--- config.mk ---
export PLATFORM = sky130hd
export DESIGN_NAME = cordic_gain_out_flat
export DESIGN_NICKNAME = d
export VERILOG_FILES = /design/src/rtl/cordic_gain_out_if.sv /design/src/rtl/cordic_gain_out.sv /design/src/flat_wrapper.sv
export SDC_FILE = /design/constraint.sdc
export NUM_CORES = 1
export LEC_CHECK = 0
export ABC_AREA = 1
export CAP_MARGIN = 20
export CORE_MARGIN = 5
export CORE_UTILIZATION = 57
export CTS_CLUSTER_SIZE = 8
export DETAILED_ROUTE_END_ITERATION = 8
export HOLD_SLACK_MARGIN = 0.12
export MAX_ROUTING_LAYER = met4
export PLACE_DENSITY = 0.77
export SYNTH_ARGS = -nofsm -noshare
export SYNTH_HDL_FRONTEND = slang
export SYNTH_SLANG_ARGS = --single-unit
--- constraint.sdc ---
create_clock -name clk -period 2.4 [get_ports clk]
set_clock_uncertainty 0.15 [all_clocks]
set_input_delay 0.36 -clock clk [delete_from_list [all_inputs] [get_ports clk]]
set_output_delay 0.36 -clock clk [all_outputs]
set_load 0.005 [all_outputs]
--- src/rtl/cordic_gain_out_if.sv ---
// Stream bundle between the last CORDIC stage, the gain/FIFO block and its consumer.
// slave = gain/FIFO block side, master = upstream driver plus downstream consumer side.
interface cordic_gain_out_if #(
  parameter int DATA_W = 32,
  parameter int DEPTH  = 4
);
  localparam int CW = $clog2(DEPTH) + 1;

  logic                     in_valid;
  logic signed [DATA_W-1:0] x_in;
  logic signed [DATA_W-1:0] y_in;
  logic signed [DATA_W-1:0] z_in;
  logic                     out_valid;
  logic                     out_ready;
  logic signed [DATA_W-1:0] x_out;
  logic signed [DATA_W-1:0] y_out;
  logic signed [DATA_W-1:0] z_out;
  logic [CW-1:0]            fifo_count;
  logic                     overflow;

  modport slave (
    input  in_valid, x_in, y_in, z_in, out_ready,
    output out_valid, x_out, y_out, z_out, fifo_count, overflow
  );

  modport master (
    output in_valid, x_in, y_in, z_in, out_ready,
    input  out_valid, x_out, y_out, z_out, fifo_count, overflow
  );
endinterface

--- src/rtl/cordic_gain_out.sv ---
// CORDIC gain compensation (x,y scaled by K) feeding a small valid/ready output FIFO.
// Build option: define CORDIC_GAIN_COMP_EN for the gain multiply; otherwise x/y pass through unchanged.
module cordic_gain_out #(
  parameter int                DATA_W     = 32,
  parameter int                COEF_W     = 32,
  parameter int                DEPTH      = 4,
  parameter logic [COEF_W-1:0] K_GAIN     = 32'h26DD3B6A,
  parameter int                GAIN_SHIFT = 30
) (
  input logic              clk,
  input logic              rst_n,
  cordic_gain_out_if.slave io
);

  localparam int             AW   = $clog2(DEPTH);
  localparam int             CW   = AW + 1;
  localparam logic [CW-1:0]  FULL = CW'(DEPTH);

  if (DEPTH < 2 || (DEPTH & (DEPTH - 1)) != 0) begin : g_bad_depth
    $error("cordic_gain_out: DEPTH must be a power of two, at least 2");
  end

  // K must stay below 1.0 so the shifted product always fits back into DATA_W.
  if (GAIN_SHIFT < 1 || GAIN_SHIFT >= DATA_W + COEF_W || (K_GAIN >> GAIN_SHIFT) != 0) begin : g_bad_gain
    $error("cordic_gain_out: K_GAIN must be below 1.0 in the chosen GAIN_SHIFT format");
  end

`ifdef CORDIC_GAIN_COMP_EN
  localparam int                         PROD_W  = DATA_W + COEF_W;
  localparam int                         P1_W    = PROD_W;
  localparam logic signed [PROD_W-1:0]   K_EXT   = PROD_W'(K_GAIN);
  localparam logic signed [PROD_W-1:0]   ROUND_C = PROD_W'(1) << (GAIN_SHIFT - 1);

  function automatic logic signed [PROD_W-1:0] gain_mul(input logic signed [DATA_W-1:0] a);
    return PROD_W'(a) * K_EXT;
  endfunction

  function automatic logic signed [DATA_W-1:0] round_shift(input logic signed [PROD_W-1:0] p);
    return DATA_W'((p + ROUND_C) >>> GAIN_SHIFT);
  endfunction
`else
  localparam int P1_W = DATA_W;
`endif

  logic                     vld_p1_q;
  logic signed [P1_W-1:0]   x_p1_q;
  logic signed [P1_W-1:0]   y_p1_q;
  logic signed [DATA_W-1:0] z_p1_q;

  logic signed [DATA_W-1:0] x_c_p2;
  logic signed [DATA_W-1:0] y_c_p2;

  logic signed [DATA_W-1:0] x_mem_q [DEPTH];
  logic signed [DATA_W-1:0] y_mem_q [DEPTH];
  logic signed [DATA_W-1:0] z_mem_q [DEPTH];

  logic [AW-1:0] rd_ptr_q, rd_ptr_d;
  logic [AW-1:0] wr_ptr_q, wr_ptr_d;
  logic [CW-1:0] cnt_q, cnt_d;
  logic          ovf_q, ovf_d;
  logic          pop, push, drop;

  // Stage 1: multiply (or plain capture); loaded every cycle regardless of FIFO state
  always_ff @(posedge clk) begin
`ifdef CORDIC_GAIN_COMP_EN
    x_p1_q <= gain_mul(io.x_in);
    y_p1_q <= gain_mul(io.y_in);
`else
    x_p1_q <= io.x_in;
    y_p1_q <= io.y_in;
`endif
    z_p1_q <= io.z_in;
  end

  always_ff @(posedge clk or negedge rst_n) begin
    if (!rst_n) begin
      vld_p1_q <= 1'b0;
    end else begin
      vld_p1_q <= io.in_valid;
    end
  end

  // Stage 2: round and narrow; the result is the FIFO write candidate
  always_comb begin
`ifdef CORDIC_GAIN_COMP_EN
    x_c_p2 = round_shift(x_p1_q);
    y_c_p2 = round_shift(y_p1_q);
`else
    x_c_p2 = x_p1_q;
    y_c_p2 = y_p1_q;
`endif
  end

  // A full FIFO still accepts a write when the head leaves in the same cycle.
  always_comb begin
    pop      = (cnt_q != '0) && io.out_ready;
    push     = vld_p1_q && ((cnt_q != FULL) || pop);
    drop     = vld_p1_q && (cnt_q == FULL) && !pop;
    rd_ptr_d = pop  ? rd_ptr_q + AW'(1) : rd_ptr_q;
    wr_ptr_d = push ? wr_ptr_q + AW'(1) : wr_ptr_q;
    cnt_d    = cnt_q;
    if (push && !pop) begin
      cnt_d = cnt_q + CW'(1);
    end else if (pop && !push) begin
      cnt_d = cnt_q - CW'(1);
    end
    ovf_d    = ovf_q | drop;
  end

  always_ff @(posedge clk or negedge rst_n) begin
    if (!rst_n) begin
      rd_ptr_q <= '0;
      wr_ptr_q <= '0;
      cnt_q    <= '0;
      ovf_q    <= 1'b0;
    end else begin
      rd_ptr_q <= rd_ptr_d;
      wr_ptr_q <= wr_ptr_d;
      cnt_q    <= cnt_d;
      ovf_q    <= ovf_d;
    end
  end

  // Storage is cleared on reset so the head reads zero while rst_n is low.
  always_ff @(posedge clk or negedge rst_n) begin
    if (!rst_n) begin
      for (int i = 0; i < DEPTH; i++) begin
        x_mem_q[i] <= '0;
        y_mem_q[i] <= '0;
        z_mem_q[i] <= '0;
      end
    end else if (push) begin
      x_mem_q[wr_ptr_q] <= x_c_p2;
      y_mem_q[wr_ptr_q] <= y_c_p2;
      z_mem_q[wr_ptr_q] <= z_p1_q;
    end
  end

  assign io.out_valid  = (cnt_q != '0);
  assign io.x_out      = x_mem_q[rd_ptr_q];
  assign io.y_out      = y_mem_q[rd_ptr_q];
  assign io.z_out      = z_mem_q[rd_ptr_q];
  assign io.fifo_count = cnt_q;
  assign io.overflow   = ovf_q;

endmodule

--- src/flat_wrapper.sv ---
// flat-port wrapper written by rule: the top's interface ports become plain ports
module cordic_gain_out_flat 
#(
  parameter int                DATA_W     = 32,
  parameter int                COEF_W     = 32,
  parameter int                DEPTH      = 4,
  parameter logic [COEF_W-1:0] K_GAIN     = 32'h26DD3B6A,
  parameter int                GAIN_SHIFT = 30
)
  (clk, rst_n, io_in_valid, io_x_in, io_y_in, io_z_in, io_out_ready, io_out_valid, io_x_out, io_y_out, io_z_out, io_fifo_count, io_overflow);
  cordic_gain_out_if #(.DATA_W(DATA_W), .DEPTH(DEPTH)) io_i ();
  input logic clk;
  input logic rst_n;
  input wire logic [$bits(io_i.in_valid)-1:0] io_in_valid;
  input wire logic [$bits(io_i.x_in)-1:0] io_x_in;
  input wire logic [$bits(io_i.y_in)-1:0] io_y_in;
  input wire logic [$bits(io_i.z_in)-1:0] io_z_in;
  input wire logic [$bits(io_i.out_ready)-1:0] io_out_ready;
  output wire logic [$bits(io_i.out_valid)-1:0] io_out_valid;
  output wire logic [$bits(io_i.x_out)-1:0] io_x_out;
  output wire logic [$bits(io_i.y_out)-1:0] io_y_out;
  output wire logic [$bits(io_i.z_out)-1:0] io_z_out;
  output wire logic [$bits(io_i.fifo_count)-1:0] io_fifo_count;
  output wire logic [$bits(io_i.overflow)-1:0] io_overflow;
  assign io_i.in_valid = io_in_valid;
  assign io_i.x_in = io_x_in;
  assign io_i.y_in = io_y_in;
  assign io_i.z_in = io_z_in;
  assign io_i.out_ready = io_out_ready;
  assign io_out_valid = io_i.out_valid;
  assign io_x_out = io_i.x_out;
  assign io_y_out = io_i.y_out;
  assign io_z_out = io_i.z_out;
  assign io_fifo_count = io_i.fifo_count;
  assign io_overflow = io_i.overflow;
  cordic_gain_out #(.DATA_W(DATA_W), .COEF_W(COEF_W), .DEPTH(DEPTH), .K_GAIN(K_GAIN), .GAIN_SHIFT(GAIN_SHIFT)) u_core (.clk(clk), .rst_n(rst_n), .io(io_i));
endmodule
==> results.md, run 1 <==
- Ratio of routed vias to standard cells: 6.45
- Number of global-route vias before repair: 20,108
- First-pass GRT wire length: 110,000 microns
- Critical path launch point type: register
- Die height: 201 microns
- Sink count of the clock tree: 489
- Result of the run: finished with violations
- Core box area: 36,300 sq um
- Net Sw Frac: 40.8%
- Synth Instances: 2,399
- Power per cell area: 1550 nW/um^2
- Number of top-level design ports: 201
- Final core area utilization: 78.2%
- Critical path class: register to output port
- Worst R2R Setup Slack: 0.15 ns
- Count of state elements after synthesis: 489
- Count of final hold-check violations: 0
- DRT antenna net count: 0
- Root Buffer Master: sky130_fd_sc_hd__clkbuf_16
- Relative contribution of sequential cells to total power: 31.2%
- Placed Area: 23,400 sq um
- Final worst slack: -0.194 ns
- Hold Path Stages: 1
- Most frequent cells after synthesis: 782 x sky130_fd_sc_hd__nand2_1, 393 x sky130_fd_sc_hd__dfrtp_1, 384 x sky130_fd_sc_hd__nand4_1, 193 x sky130_fd_sc_hd__o21ai_0, 192 x sky130_fd_sc_hd__nor2_1
- Static Leakage: 0.0135 uW
- GRT Util Overall: 34.5%
- Count of final setup violators: 89
- Terminating pin of the worst hold path: u_core.z_p1_q[28]
- Rel. slew slack: 45.0%
- Worst endpoint data arrival time: 2.08 ns
- Largest vdd supply drop: 1.20 mV
- Top area cells in the synthesized netlist: sky130_fd_sc_hd__dfrtp_1 47%, sky130_fd_sc_hd__nand2_1 14%, sky130_fd_sc_hd__nand4_1 12%
- Syn avg cell area: 8.66 sq um
- Post-Synthesis Net Count: 2,505
- Layout net count: 2,753
- Area share of the leading cell type in the synthesized netlist: 47.4%
- FMAX: 385 MHz
- Share of synthesized area occupied by flip-flops and latches: 56.6%
- Inserted Clock Buffers: 71
- Clock Tree Buf Depth: 3
- Type of element capturing the critical path: output port
- Critical R2R Capture: u_core.x_mem_q[72]
- CP startpoint: u_core.rd_ptr_q[0]
- DR iter-0 viols: 2,862
- Synth warn: 0
- Post-route minimum period: 2.59 ns
- Crit path required time: 1.89 ns
- DRT Wirelength: 72,200 microns
- Path type of the worst min-delay path: input port to register
- Number of port buffers: 200
- Number of flops mapped to enable cells by yosys: 0
- Post-synth top area cell: sky130_fd_sc_hd__dfrtp_1
- Layout cell share with drive strength beyond 1: 19.5%
- Total instance count after detailed placement: 2,900
- Total via count after detailed routing: 20,494
- Site row count: 70
- Remaining global-route overflow: 0
- Number of pins exceeding their max-slew limit in the final report: 0
- Detailed-routing iteration count for the pre-antenna-repair pass: 6
- Internal power consumption: 26,000 uW
- Maxcap violations: 0
- Clk pwr share: 21.5%
- Worst-case reg-to-reg path depth: 7
- R2r startpoint: u_core.io.fifo_count[0]
- Initial antenna violation count: 2
- Failing checks: setup timing
- Proportion of power drawn by combinational gates: 47.3%
- Clock H-tree levels: 3
- Average routed wire per standard cell: 22.7 microns
- Final Instance Count excl. Fillers: 3,176
- Largest fanout of any net on the critical path: 9
- Layout overhead on the synthesized area: 36.6%
- Number of library cell types mapped by synthesis: 25
- Net Sw Power: 18,000 uW
- RSZ-0062 raised after global routing: yes
- Remaining design rule violation count: 0
- Tcrit/Tclk final: 108%
- Placer Congestion: 0.853
- Die footprint: 40,400 sq um
- Most frequently used flop master after synthesis: sky130_fd_sc_hd__dfrtp_1
- Worst Hold Launch: io_z_in[28]
- Pin count of the biggest net entering global routing: 173
- Starting utilization of the core area: 57.3%
- Count leader, synth: sky130_fd_sc_hd__nand2_1
- Slew at the pin closest to its max-slew limit: 0.825 ns
- Design Area, Final: 28,400 sq um
- Clock transition at the registers of the reported paths: 0.05 ns
- Clock latency reported for the late side of the worst-skew pair: 0.59 ns
- Post-synthesis async set-or-reset flop share: 80.4%
- Die width: 201 microns
- Syn Std Cell Area: 20,800 sq um
- FILL cells: 2,214
- Clock tree from TritonCTS: yes
- Hpwl dp: 32,300 microns
-- worst max-delay path: stages, from the launching register on --
cell and delay [ns]:
sky130_fd_sc_hd__dfrtp_4 0.51, sky130_fd_sc_hd__buf_12 0.18, sky130_fd_sc_hd__inv_16 0.10, sky130_fd_sc_hd__buf_8 0.14
sky130_fd_sc_hd__buf_16 0.13, sky130_fd_sc_hd__o21ai_1 0.07, sky130_fd_sc_hd__o22ai_1 0.19, sky130_fd_sc_hd__buf_2 0.17
-- per-layer routing --
metal	share of wire, %	up-vias	global-route usage, %
li1	-	8785	-
met1	37	9901	43.4
met2	47	1474	52.8
met3	11	334	7.96
met4	5.3	0	17.5
met5	0	-	-
-- state kept, by name, summed over array words and instances, names as in the netlist --
| register | count |
|---|---|
| u_core.z_p1_q | 32 |
| u_core.x_mem_q | 128 |
| u_core.wr_ptr_q | 2 |
| u_core.x_c_p2 | 32 |
| u_core.io.overflow | 1 |
| u_core.vld_p1_q | 1 |
| u_core.y_mem_q | 128 |
| u_core.z_mem_q | 128 |
| u_core.y_c_p2 | 32 |
| u_core.io.fifo_count | 3 |
| u_core.rd_ptr_q | 2 |
-- how the worst max path moves through the flow --
| stage | endpoint | slack (ns) | cells past startpoint |
|---|---|---|---|
| 3_3_place_gp | io_z_out[1] | 0.02 | 6 |
| 4_1_cts | io_z_out[21] | -0.16 | 6 |
| 2_1_floorplan | u_core.io.fifo_count[1] | 0.26 | 11 |
| 3_5_place_dp | io_z_out[1] | 0.004 | 6 |
| 6_report | io_z_out[29] | -0.19 | 7 |
| 5_1_grt | io_z_out[9] | -0.25 | 7 |
-- cell type report --
cell class | count | area [sq um] | area share (%)
diodes | 2 | 5.00 | 0.0176
clock buffers | 128 | 2080 | 7.32
clock inverters | 4 | 35.0 | 0.124
inverters | 9 | 57.6 | 0.203
multi-input cells | 1667 | 9040 | 31.9
flip-flops and latches | 489 | 11800 | 41.5
well taps | 468 | 586 | 2.06
repair buffers | 407 | 4760 | 16.8
repair inverters | 2 | 36.3 | 0.128
-- kinds of logic (layout without fill, tap and decap cells) --
group / Yosys count / in the layout / share of synthesized area (%)
other: 0 / 2 / 0
buffers and inverters: 243 / 550 / 5.69
adder cells (fa/ha/maj): 6 / 6 / 0.398
AO/OA/AOI/OAI: 290 / 290 / 7.59
XOR/XNOR: 4 / 4 / 0.169
AND/OR/NAND/NOR: 1367 / 1367 / 29.6
flip-flops: 489 / 489 / 56.6
-- cell usage in the layout, fill, tap and decap left out, types with 18 or more instances in the layout --
master                              n
sky130_fd_sc_hd__buf_12            48
sky130_fd_sc_hd__buf_16            31
sky130_fd_sc_hd__buf_2             95
sky130_fd_sc_hd__buf_4             20
sky130_fd_sc_hd__clkbuf_1          53
sky130_fd_sc_hd__clkbuf_16         84
sky130_fd_sc_hd__clkdlybuf4s50_1  103
sky130_fd_sc_hd__dfrtp_1          390
sky130_fd_sc_hd__dfxtp_1           96
sky130_fd_sc_hd__dlygate4sd3_1     80
sky130_fd_sc_hd__nand2_1          782
sky130_fd_sc_hd__nand4_1          384
sky130_fd_sc_hd__nor2_1           127
sky130_fd_sc_hd__nor2_2            41
sky130_fd_sc_hd__nor2_4            26
sky130_fd_sc_hd__o21ai_0           38
sky130_fd_sc_hd__o21ai_1           79
sky130_fd_sc_hd__o21ai_2           58
sky130_fd_sc_hd__o21ai_4           18
sky130_fd_sc_hd__o22ai_1           33
sky130_fd_sc_hd__o22ai_2           61
-- through the flow --
stage	setup slack, ns	total power, uW	setup TNS (ns)	hold WS [ns]
global placement	0.0197	28700	0	0.205
finish	-0.194	44000	-8.67	0.122
detailed placement	0.00418	29100	0	0.202
floorplan	0.259	21400	0	-0.0856
CTS	-0.162	41700	-8.97	0.123
global route	-0.251	46100	-13.30	0.124
-- power by group through the flow --
stage | Clock, uW | Sequential, uW | Combinational (uW)
2_1_floorplan | 0 | 12700 | 8760
3_3_place_gp | 0 | 13000 | 15600
3_5_place_dp | 0 | 13100 | 16000
4_1_cts | 9510 | 13300 | 18800
5_1_grt | 9920 | 14000 | 22200
6_report | 9470 | 13700 | 20800
-- what timing repair did --
item                       CTS  global route
hold buffers                79             1
gates resized for setup    734           137
setup buffers               22             7
gates cloned                28            10
pin swaps                   93            48
setup endpoints to repair   96            97
hold endpoints to repair   471             1
Power figures use the tool's default switching activity.
==> inputs of run 2 (changes only) <==
CORE_UTILIZATION = 62   (was 57)
GPL_ROUTABILITY_DRIVEN = 0   (was not set)
PLACE_DENSITY = 0.83   (was 0.77)
clock period = 3.11 ns   (was 2.4 ns; I/O delays follow)
==> run 2 against run 1 <==
Against the previous run: the flow now finishes without violations; cell count is 5.6% lower; die area is 7.7% lower; first-iteration DRC count is 5.0% lower.
==> results.md, run 2 (synthesis gave the netlist of run 1 again) <==
- Worst Hold Launch: io_x_in[12]
- Library cell contributing the largest single delay on the critical path: sky130_fd_sc_hd__dfrtp_4
- Layout cell share with drive strength beyond 1: 6.59%
- Critical R2R Capture: u_core.y_mem_q[36]
- Static Leakage: 0.0121 uW
- Maxcap violations: 0
- Slowest Stage Delay on Critical Path: 0.60 ns
- Placed Area: 22,900 sq um
- Count of final hold-check violations: 0
- Layout overhead on the synthesized area: 22.1%
- Die width: 193 microns
- Average routed wire per standard cell: 21.3 microns
- Detailed-routing iteration count for the pre-antenna-repair pass: 6
- Layout net count: 2,600
- Final core area utilization: 76.2%
- FMAX: 324 MHz
- Post-route worst hold slack: 0.181 ns
- Commonest non-fill, non-tap cell in the layout: sky130_fd_sc_hd__nand2_1
- Ratio of routed vias to standard cells: 6.47
- Critical path class: register to output port
- Inserted Clock Buffers: 71
- Number of global-route vias before repair: 19,230
- Final-layout setup total negative slack: 0 ns
- Number of port buffers: 200
- Critical path launch point type: register
- Pin count of the biggest net entering global routing: 251
- Number of pins exceeding their max-slew limit in the final report: 0
- R2r startpoint: u_core.wr_ptr_q[0]
- Clock latency reported for the late side of the worst-skew pair: 0.58 ns
- Rel. slew slack: 21.2%
- Sink count of the clock tree: 489
- DRT antenna net count: 0
- Kind of cell adding the most delay to the critical path: buffers and inverters
- Worst endpoint data arrival time: 2.47 ns
- Hpwl dp: 31,500 microns
- Path type of the worst min-delay path: input port to register
- Largest vdd supply drop: 0.912 mV
- Remaining design rule violation count: 0
- Hold Path Stages: 1
- Regs by FF count: u_core.x_mem_q: 128 flops, u_core.y_mem_q: 128 flops, u_core.z_mem_q: 128 flops
- Remaining global-route overflow: 0
- Design Area, Final: 25,400 sq um
- Site row count: 67
- Worst R2R Setup Slack: 0.74 ns
- Total via count after detailed routing: 19,387
- Type of element capturing the critical path: output port
- Root Buffer Master: sky130_fd_sc_hd__clkbuf_16
- Starting utilization of the core area: 62.4%
- DRT Wirelength: 63,800 microns
- Crit path required time: 2.49 ns
- FILL cells: 2,258
- Die footprint: 37,300 sq um
- DR iter-0 viols: 2,720
- Clock transition at the registers of the reported paths: 0.05 ns
- Slew at the pin closest to its max-slew limit: 1.18 ns
- Largest fanout of any net on the critical path: 36
- Buffers & Inverters on Critical Path: 2
- Terminating pin of the worst hold path: u_core.x_c_p2[12]
- Count of final setup violators: 0
- Chain of cells forming the critical path: clkbuf_16 -> o21ai_0 -> o22ai_1 -> clkdlybuf4s50_1
- Tcrit/Tclk final: 99.2%
- Core box area: 33,300 sq um
- Clock H-tree levels: 3
- Number of top-level design ports: 201
- Clock Tree Buf Depth: 3
- Post-route minimum period: 3.09 ns
- Initial antenna violation count: 0
- GRT Util Overall: 34.3%
- Die height: 193 microns
- Clock tree from TritonCTS: yes
- Most frequent cells in the layout: 782 x sky130_fd_sc_hd__nand2_1, 390 x sky130_fd_sc_hd__dfrtp_1, 384 x sky130_fd_sc_hd__nand4_1
- Power per cell area: 1190 nW/um^2
- First-pass GRT wire length: 99,500 microns
- RSZ-0062 raised after global routing: yes
- Result of the run: finished clean
- Worst-case reg-to-reg path depth: 5
-- run 2: cell types whose count changed in the layout (fill, tap and decap cells not counted), moves of 65 or more --
cell | previous run | this run
sky130_fd_sc_hd__o21ai_0 | 38 | 191
sky130_fd_sc_hd__buf_2 | 95 | 0
sky130_fd_sc_hd__clkdlybuf4s50_1 | 103 | 195
sky130_fd_sc_hd__dlygate4sd3_1 | 80 | 1
sky130_fd_sc_hd__o21ai_1 | 79 | 2
sky130_fd_sc_hd__nor2_1 | 127 | 192
-- run 2: worst max path at each step --
stage | depth (start not counted) | end | startpoint
CTS | 4 | io_y_out[31] | u_core.rd_ptr_q[0]
floorplan | 11 | u_core.io.fifo_count[1] | io_out_ready
global route | 4 | io_z_out[1] | u_core.rd_ptr_q[0]
global placement | 4 | io_x_out[1] | u_core.rd_ptr_q[0]
finish | 4 | io_y_out[17] | u_core.rd_ptr_q[0]
detailed placement | 4 | io_x_out[1] | u_core.rd_ptr_q[0]
-- run 2: area by class of cell --
type	instances	area, sq um	share of cell area, %
Antenna cell	1	2.50	0.00987
Clock buffer	124	2060	8.13
Clock inverter	4	35.0	0.138
Inverter	9	60.1	0.237
Multi-Input combinational cell	1667	8010	31.6
Sequential cell	489	11800	46.4
Tap cell	448	561	2.21
Timing Repair Buffer	255	2850	11.2
Timing Repair inverter	1	11.3	0.0444
-- run 2: metrics by stage --
step	std cells	total power [uW]	setup slack, ns
6_report	2998	30300	0.0240
5_1_grt	2997	32000	-0.0181
4_1_cts	2990	29700	-0.0264
3_5_place_dp	2859	22000	0.448
3_3_place_gp	2859	21600	0.474
2_1_floorplan	2399	16500	0.965
-- run 2: power by group --
group | leakage, uW | total (uW) | internal (uW) | switching [uW]
Sequential | 0.00573 | 10300 | 8780 | 1490
Clock | 0.00100 | 7230 | 4460 | 2770
Combinational | 0.00538 | 12800 | 5300 | 7480
-- run 2: repair_timing --
| action | CTS | global route |
|---|---|---|
| gates resized for setup | 13 | 20 |
| pin swaps | 3 | 2 |
| setup buffers | 0 | 3 |
| hold endpoints to repair | 67 | 0 |
| setup endpoints to repair | 75 | 77 |
| hold buffers | 1 | 0 |
| gates cloned | 2 | 4 |
-- run 2: layer usage --
layer  vias to the layer above  GRT usage, %  part of all wire (%)
li1                       8443             -                     -
met1                      9344          44.5                    37
met2                      1379          53.2                    47
met3                       221          6.36                    12
met4                         0          15.3                   3.7
met5                         -             -                     0
-- run 2: worst register-to-register path, stage by stage (launching register included) --
cell,delay (ns)
sky130_fd_sc_hd__dfrtp_1,0.48
sky130_fd_sc_hd__inv_1,0.25
sky130_fd_sc_hd__ha_4,0.36
sky130_fd_sc_hd__buf_4,0.64
sky130_fd_sc_hd__nand4_1,0.25
sky130_fd_sc_hd__nand2_1,0.16
